### src/rtl/needs_decay.sv
// needs_decay: paces a one-second tick from the external temporizador and ages
// the pet's hunger, happiness and energy levels, applying user feed/play events.
//
// state       | meaning
// S_IDLE      | time frozen, waiting for enable
// S_ARM       | timer_init pulse, restarts the temporizador
// S_WAIT_CLR  | waiting for the timer to drop done (init acknowledged)
// S_WAIT_DONE | timing the period, waiting for done
// S_TICK      | tick pulse, needs age on this cycle

module needs_decay #(
  parameter int LVL_W      = 3,
  parameter int LVL_MAX    = 7,
  parameter int DIV_W      = 4,
  parameter int HUNGER_DIV = 5,
  parameter int JOY_DIV    = 7,
  parameter int ENERGY_DIV = 10,
  parameter int FEED_INC   = 3,
  parameter int PLAY_INC   = 2
) (
  input  logic             clk,
  input  logic             rst,
  input  logic             enable,
  input  logic             timer_done,
  output logic             timer_init,
  input  logic             feed_evt,
  input  logic             play_evt,
  input  logic             sleeping,
  output logic [LVL_W-1:0] hunger,
  output logic [LVL_W-1:0] happiness,
  output logic [LVL_W-1:0] energy,
  output logic             tick,
  output logic             alarm
);

  typedef enum logic [2:0] {
    S_IDLE,
    S_ARM,
    S_WAIT_CLR,
    S_WAIT_DONE,
    S_TICK
  } state_t;

  localparam logic [LVL_W-1:0] MAX_L  = LVL_W'(LVL_MAX);
  localparam logic [LVL_W+1:0] MAX_W  = (LVL_W+2)'(LVL_MAX);
  localparam logic [LVL_W-1:0] FEED_L = LVL_W'(FEED_INC);
  localparam logic [LVL_W-1:0] PLAY_L = LVL_W'(PLAY_INC);
  localparam logic [LVL_W-1:0] ONE_L  = LVL_W'(1);
  localparam logic [DIV_W-1:0] H_LAST = DIV_W'(HUNGER_DIV - 1);
  localparam logic [DIV_W-1:0] J_LAST = DIV_W'(JOY_DIV - 1);
  localparam logic [DIV_W-1:0] E_LAST = DIV_W'(ENERGY_DIV - 1);

  state_t           state_q, state_d;
  logic             timer_init_q, timer_init_d;
  logic             tick_q, tick_d;
  logic             alarm_q, alarm_d;
  logic [LVL_W-1:0] hunger_q, hunger_d;
  logic [LVL_W-1:0] happiness_q, happiness_d;
  logic [LVL_W-1:0] energy_q, energy_d;
  logic [DIV_W-1:0] h_div_q, h_div_d;
  logic [DIV_W-1:0] j_div_q, j_div_d;
  logic [DIV_W-1:0] e_div_q, e_div_d;
  logic             h_wrap, j_wrap, e_wrap;
  logic             feed_ok, play_ok;
  logic [1:0]       e_dec;

  // Decay is removed first (clamped at 0), then the gain is added (clamped at full).
  function automatic logic [LVL_W-1:0] sat_upd(input logic [LVL_W-1:0] old,
                                                input logic [1:0]       dec,
                                                input logic [LVL_W-1:0] inc);
    logic [LVL_W+1:0] wide_old;
    logic [LVL_W+1:0] wide_dec;
    logic [LVL_W+1:0] base;
    logic [LVL_W+1:0] sum;
    wide_old = {2'b00, old};
    wide_dec = {{LVL_W{1'b0}}, dec};
    base     = (wide_old > wide_dec) ? (wide_old - wide_dec) : '0;
    sum      = base + {2'b00, inc};
    return (sum > MAX_W) ? MAX_L : sum[LVL_W-1:0];
  endfunction

  always_comb begin
    state_d = state_q;
    case (state_q)
      S_IDLE:      if (enable) state_d = S_ARM;
      S_ARM:       state_d = enable ? S_WAIT_CLR : S_IDLE;
      S_WAIT_CLR: begin
        if (!enable)          state_d = S_IDLE;
        else if (!timer_done) state_d = S_WAIT_DONE;
      end
      S_WAIT_DONE: begin
        if (!enable)         state_d = S_IDLE;
        else if (timer_done) state_d = S_TICK;
      end
      S_TICK:      state_d = enable ? S_ARM : S_IDLE;
      default:     state_d = S_IDLE;
    endcase
    timer_init_d = (state_d == S_ARM);
    tick_d       = (state_d == S_TICK);
  end

  always_comb begin
    feed_ok = feed_evt & ~sleeping;
    play_ok = play_evt & ~sleeping;

    h_div_d = h_div_q;
    h_wrap  = 1'b0;
    if (tick_q) begin
      if (h_div_q == H_LAST) begin
        h_div_d = '0;
        h_wrap  = 1'b1;
      end else begin
        h_div_d = h_div_q + 1'b1;
      end
    end

    j_div_d = j_div_q;
    j_wrap  = 1'b0;
    if (tick_q) begin
      if (j_div_q == J_LAST) begin
        j_div_d = '0;
        j_wrap  = 1'b1;
      end else begin
        j_div_d = j_div_q + 1'b1;
      end
    end

    // A sleeping pet recovers instead of tiring, so its energy divider restarts.
    e_div_d = e_div_q;
    e_wrap  = 1'b0;
    if (sleeping) begin
      e_div_d = '0;
    end else if (tick_q) begin
      if (e_div_q == E_LAST) begin
        e_div_d = '0;
        e_wrap  = 1'b1;
      end else begin
        e_div_d = e_div_q + 1'b1;
      end
    end

    e_dec       = {1'b0, e_wrap} + {1'b0, play_ok};
    hunger_d    = sat_upd(hunger_q, {1'b0, h_wrap}, feed_ok ? FEED_L : '0);
    happiness_d = sat_upd(happiness_q, {1'b0, j_wrap}, play_ok ? PLAY_L : '0);
    energy_d    = sat_upd(energy_q, e_dec, (tick_q & sleeping) ? ONE_L : '0);
    alarm_d     = (hunger_d == '0) | (happiness_d == '0) | (energy_d == '0);
  end

  always_ff @(posedge clk) begin
    if (rst) begin
      state_q      <= S_IDLE;
      timer_init_q <= 1'b0;
      tick_q       <= 1'b0;
      alarm_q      <= 1'b0;
      hunger_q     <= MAX_L;
      happiness_q  <= MAX_L;
      energy_q     <= MAX_L;
      h_div_q      <= '0;
      j_div_q      <= '0;
      e_div_q      <= '0;
    end else begin
      state_q      <= state_d;
      timer_init_q <= timer_init_d;
      tick_q       <= tick_d;
      alarm_q      <= alarm_d;
      hunger_q     <= hunger_d;
      happiness_q  <= happiness_d;
      energy_q     <= energy_d;
      h_div_q      <= h_div_d;
      j_div_q      <= j_div_d;
      e_div_q      <= e_div_d;
    end
  end

  assign timer_init = timer_init_q;
  assign tick       = tick_q;
  assign alarm      = alarm_q;
  assign hunger     = hunger_q;
  assign happiness  = happiness_q;
  assign energy     = energy_q;

endmodule

### config.mk
export PLATFORM = sky130hd
export DESIGN_NAME = needs_decay
export DESIGN_NICKNAME = d
export VERILOG_FILES = /design/src/rtl/needs_decay.sv
export SDC_FILE = /design/constraint.sdc
export NUM_CORES = 1
export LEC_CHECK = 0
export CAP_MARGIN = 30
export CORE_ASPECT_RATIO = 0.9
export CORE_MARGIN = 10
export CORE_UTILIZATION = 45
export DETAILED_ROUTE_END_ITERATION = 10
export PLACE_DENSITY = 0.78
export SYNTH_ARGS = -nofsm -noshare
export SYNTH_HDL_FRONTEND = slang
export SYNTH_SLANG_ARGS = --single-unit
export TNS_END_PERCENT = 10
### constraint.sdc
create_clock -name clk -period 7.7 [get_ports clk]
set_input_delay 1.925 -clock clk [delete_from_list [all_inputs] [get_ports clk]]
set_output_delay 1.925 -clock clk [all_outputs]
set_load 0.02 [all_outputs]
==> metrics.yaml, run 1 <==
synth_simple_gate_area_share_pct: 26.7
wl_um: 3050
grt_pass1_vias: 1197
worst_slack_ns: 3.05
critPathMaxFanout: 8
cts_setup_buffers: 0
critPathRequiredTime_ns: 7.86
rsz0062_at_grt: "false"
layout.cells.non_filler: 230
design.die.area_um2: 6070
seq_area_frac_synth_pct: 35.9
area_growth_syn_to_layout_pct: 17.3
synth_area_um2: 1510
static-leakage-power_nw: 0.713
core_um2: 3140
dp_cells: 226
synthMuxAreaShare_pct: 1.33
synth.top_cell.area_share_pct: 35.9
synth_xor_area_share_pct: 2.90
synth.distinct_cells: 39
initial_core_util_pct: 48.0
fin_crit_sh_pct: 60.4
hold_buffers: 0
fp.dieW_um: 81.0
rows: 19
h-tree-depth: 1
synth.avg_cell_area_um2: 8.87
finalClockSkew_ns: 0.00827
ir_drop_mv: 0.103
drive_gt1_share_pct: 7.45
synthAdderAreaFrac_pct: 15.1
ys_seq_elements: 27
drc: 0
drtIter0Drc: 65
layout_commonest_cell: "dfxtp_1"
syn-num-nets: 194
cp.arrival_ns: 4.81
startpoint_type: "input port"
worst-setup-path-type: "input port to flop"
first_pass_iters: 4
drv_slew: 0
layout_common_cells: "27 x dfxtp_1, 19 x nor2_1, 18 x clkdlybuf4s50_1, 16 x inv_1, 15 x ha_1"
synth_edf_count: 0
ys.flop_type: "dfxtp_1"
maxCapViolCount: 0
fin_nets: 213
relSlewSlack_pct: 54.2
synth_largest_area_cell: "dfxtp_1"
hold_path.class: "flop to flop"
synth_cells: 170
synth_top_family_by_area: "simple AND/OR/NAND/NOR gates"
reg2reg_slack_ns: 4.30
dp_hpwl_um: 2410
async_flop_share_pct: 0
tightest_slew_ns: 0.684
cts_buffers: 3
cts-root-buf: "clkbuf_8"
clock.fmax_mhz: 215
overflow: 0
place_ws_ns: 2.79
dieHeight_um: 74.9
antenna_cells: 0
via_per_inst: 5.34
vias: 1229
cp-startpoint: "sleeping"
ant_nets: 0
ys_top_cells_by_area: "dfxtp_1 36%, ha_1 12%, nor2_1 4.7%, inv_1 4.0%, a21oi_1 3.7%"
finalHoldViolations: 0
routedWlPerCell_um: 13.2
track_usage_pct: 10.6
grt_first_pass_wirelength_um: 5150
finalSetupViolations: 0
post-route-min-period_ns: 4.65
port_buffers: 18
final.setup.tns_ns: 0
hold_start: "state_q[0]"
io_pins: 19
worstReg2RegStart: "tick"
status: "finished clean"
cts_tree: "done"
clk_latency_ns: 0.27
powerDensity_nw_per_um2: 156
clk_transition_reported_paths_ns: 0.09
synth_compound_area_share_pct: 13.0
post_cts_resize_count: 0
endpoint_kind: "flop"
cts_buffer_depth: 2
clock-sinks: 27
yosys_warnings: 0
antenna_found_initial: 0
gp_congestion: 0.767
grt_max_degree: 19
per-layer routing:
metal	GRT usage, %	wire length [µm]	vias to the layer above
li1	-	-	623
met1	10.8	1290	573
met2	19.6	1510	25
met3	3.81	182	8
met4	4.03	68	0
met5	0	0	-
report_power, final:
group	internal [mW]	switching [mW]	total [mW]
Clock	0.0370	0.0409	0.0780
Combinational	0.0235	0.0261	0.0496
Sequential	0.144	0.00363	0.148
cells by family after synthesis:
group,count (synthesis)
compound gates,26
buf+inv,20
xor+xnor,5
mux,2
simple gates,73
flops,27
fa+ha+maj,17
registers in the layout, indices dropped and copies added (netlist names):
name and flops:
h_div_q 4, state_q 3, happiness 3, j_div_q 4, timer_init 1, e_div_q 4
hunger 3, tick 1, alarm 1, energy 3
critical path, cell delays in order:
cell and delay (ns):
clkdlybuf4s50_1 0.53, nor4b_1 0.32, ha_1 0.19, ha_1 0.16, inv_1 0.06, fa_1 0.45, nor2_1 0.14, nor2_1 0.05
ha_1 0.20, ha_1 0.20, a21boi_0 0.13, a31o_2 0.27, nand3b_1 0.09, o311ai_2 0.09
cell type report:
cell class              count  area [µm²]
fillers                   289        1370
multi-input cells         123         891
flip-flops and latches     27         541
repair buffers             18         180
inverters                  16        60.1
well taps                  42        52.6
clock buffers               4        45.0
Yosys cell counts (2+ instances only):
| cell type | count |
|---|---|
| dfxtp_1 | 27 |
| nor2_1 | 19 |
| inv_1 | 16 |
| ha_1 | 15 |
| a21oi_1 | 11 |
| nand2_1 | 8 |
| nor3_1 | 8 |
| nor2b_1 | 7 |
| nor3b_1 | 6 |
| o21ai_0 | 5 |
| nand2b_1 | 4 |
| or2_2 | 4 |
| or3_1 | 4 |
| a211oi_1 | 3 |
| clkbuf_1 | 3 |
| xor2_1 | 3 |
| fa_1 | 2 |
| mux2i_1 | 2 |
| nand4_1 | 2 |
| xnor2_1 | 2 |
path summary, 6_finish.rpt:
check | end | cells after the start
worst max-delay path | alarm | 14
worst min register to register | timer_init | 1
worst min-delay path | timer_init | 1
worst max register to register | alarm | 14
stage by stage:
step / power, mW / hold WS (ns) / area, µm² / utilization (%)
after floorplan: 0.182 / 0.414 / 1510 / -
after global placement: 0.199 / 0.426 / 1720 / 54.9
after detailed placement: 0.201 / 0.445 / 1720 / 54.9
after CTS: 0.279 / 0.457 / 1770 / 56.4
after global routing: 0.289 / 0.474 / 1770 / 56.4
final: 0.275 / 0.454 / 1770 / 56.4
(Power assumes the default switching activity.)
==> inputs of run 2 (changes only) <==
- PLACE_DENSITY: 0.78 -> 0.81
- clock period: 7.7 -> 4 ns (I/O delays scaled with it)
==> metrics.yaml, run 2 (synthesis results as in run 1) <==
status: "finished clean"
clk_latency_ns: 0.28  # about the same
vias: 1183  # -3.7%
tightest_slew_ns: 0.408  # -0.276 ns
swShare_pct: 25.9  # +0.24 points
pwr-share-clk_pct: 29.0  # +0.7 points
layout_commonest_cell: "dfxtp_1"
critPathRequiredTime_ns: 4.16  # -3.70 ns
cts-root-buf: "clkbuf_8"
fin_util_pct: 57.2  # +0.84 points
finalHoldViolations: 0  # unchanged
startpoint_type: "input port"
clock-sinks: 27  # unchanged
placed_area_um2: 1750  # +1.3%
routedWlPerCell_um: 11.6  # -12%
fin_area_um2: 1800  # +1.5%
hold_buffers: 0  # unchanged
ir_drop_mv: 0.199  # +93%
static-leakage-power_nw: 0.727  # +2.0%
worst-setup-path-type: "input port to flop"
clk_transition_reported_paths_ns: 0.09  # about the same
dieHeight_um: 74.9  # unchanged
grt_max_degree: 19  # unchanged
layout.cells.non_filler: 233  # +1.3%
cts_buffer_depth: 2  # unchanged
final.setup.tns_ns: 0  # unchanged
hold_path.class: "flop to flop"
antenna_cells: 0  # unchanged
cts_setup_buffers: 0  # unchanged
fin_crit_sh_pct: 91.9
top_regs: "e_div_q x4, h_div_q x4, j_div_q x4"
ant_nets: 0  # unchanged
reg2reg_slack_ns: 0.83  # -3.47 ns
h-tree-depth: 1  # unchanged
maxCapViolCount: 0  # unchanged
track_usage_pct: 9.78  # -0.83 points
port_buffers: 18  # unchanged
finalSetupViolations: 0  # unchanged
io_pins: 19  # unchanged
critPathMaxFanout: 6  # -2
drv_slew: 0  # unchanged
core_um2: 3140  # unchanged
gp_congestion: 0.809  # +5.5%
p_comb_share_pct: 17.6  # -0.4 points
overflow: 0  # unchanged
post_cts_resize_count: 0  # unchanged
finalClockSkew_ns: 0.0119  # +0.00359 ns
fin_nets: 216  # +1.4%
via_per_inst: 5.08  # -5.0%
layout_common_cells: "27 x dfxtp_1, 19 x nor2_1, 18 x clkdlybuf4s50_1, 16 x inv_1, 15 x ha_1"
p_seq_share_pct: 53.4  # -0.2 points
p_total_uw: 532  # +93%
initial_core_util_pct: 48.0  # unchanged
rows: 19  # unchanged
antenna_found_initial: 0  # unchanged
endpoint_kind: "flop"
grt_first_pass_wirelength_um: 4940  # -4.2%
cts_tree: "done"
first_pass_iters: 4  # unchanged
design.die.area_um2: 6070  # unchanged
drc: 0  # unchanged
dp_hpwl_um: 2160  # -11%
area_growth_syn_to_layout_pct: 19.1
drtIter0Drc: 69  # +6.2%
r2r_cells: 13  # -1
switchingPower_uw: 138  # +95%
relSlewSlack_pct: 72.7  # +19 points
cp-startpoint: "sleeping"
wl_um: 2710  # -11%
grt_pass1_vias: 1169  # -2.3%
post-route-min-period_ns: 3.68
cts_buffers: 3  # unchanged
cp.arrival_ns: 3.84  # -0.97 ns
powerDensity_nw_per_um2: 296  # +90%
rsz0062_at_grt: "false"
clock.fmax_mhz: 272
crit_end: "alarm"
dp_cells: 229  # +1.3%
p_int_uw: 394  # +93%
r2r_end: "alarm"
drive_gt1_share_pct: 9.42  # +2.0 points
worstReg2RegStart: "h_div_q[0]"
fp.dieW_um: 81.0  # unchanged
[run 2: cell types whose count changed in the layout (fill, tap and decap cells not counted)]
| cell | delta |
|---|---|
| buf_4 | +3 |
| clkbuf_1 | -1 |
| clkinvlp_4 | +1 |
[run 2: how the worst min path moves through the flow]
stage | to | startpoint | cells after the start | slack (ns)
floorplan | timer_init | state_q[0] | 1 | 0.41
global placement | timer_init | state_q[0] | 1 | 0.43
global route | timer_init | state_q[0] | 1 | 0.46
finish | timer_init | state_q[0] | 1 | 0.45
CTS | timer_init | state_q[0] | 1 | 0.45
detailed placement | timer_init | state_q[0] | 1 | 0.43
[run 2: power groups by stage]
stage / Sequential (mW) / Combinational (mW) / Clock (mW)
detailed placement: 0.290 / 0.0950 / 0
global route: 0.285 / 0.105 / 0.171
global placement: 0.290 / 0.0938 / 0
CTS: 0.284 / 0.0952 / 0.162
floorplan: 0.298 / 0.0520 / 0
finish: 0.284 / 0.0938 / 0.154
[run 2: layout make-up]
type	instances	area (µm²)
clock buffers	3	41.3
clock inverters	1	7.51
fillers	284	1340
inverters	16	60.1
multi-input cells	123	891
flip-flops and latches	27	541
well taps	42	52.6
repair buffers	21	203
[run 2: critical path, cell delays in order]
cell	delay, ns
clkdlybuf4s50_1	0.46
nor4b_1	0.36
ha_1	0.20
ha_1	0.15
inv_1	0.05
fa_1	0.44
nor2_1	0.14
nor2_1	0.05
ha_1	0.20
ha_1	0.21
a21boi_0	0.13
a31o_2	0.26
nand3b_1	0.10
o311ai_2	0.10
[run 2: metal layers]
metal | GRT usage, % | vias to the layer above | routed length (µm)
li1 | - | 624 | -
met1 | 11.9 | 533 | 1320
met2 | 16.3 | 21 | 1180
met3 | 3.45 | 5 | 195
met4 | 2.30 | 0 | 25
met5 | 0 | - | 0
[run 2: per-stage QoR]
stage,setup WS (ns),hold WS (ns)
floorplan,0.772,0.414
global placement,0.248,0.435
detailed placement,0.0667,0.435
CTS,0.356,0.448
global route,0.0974,0.460
finish,0.324,0.448
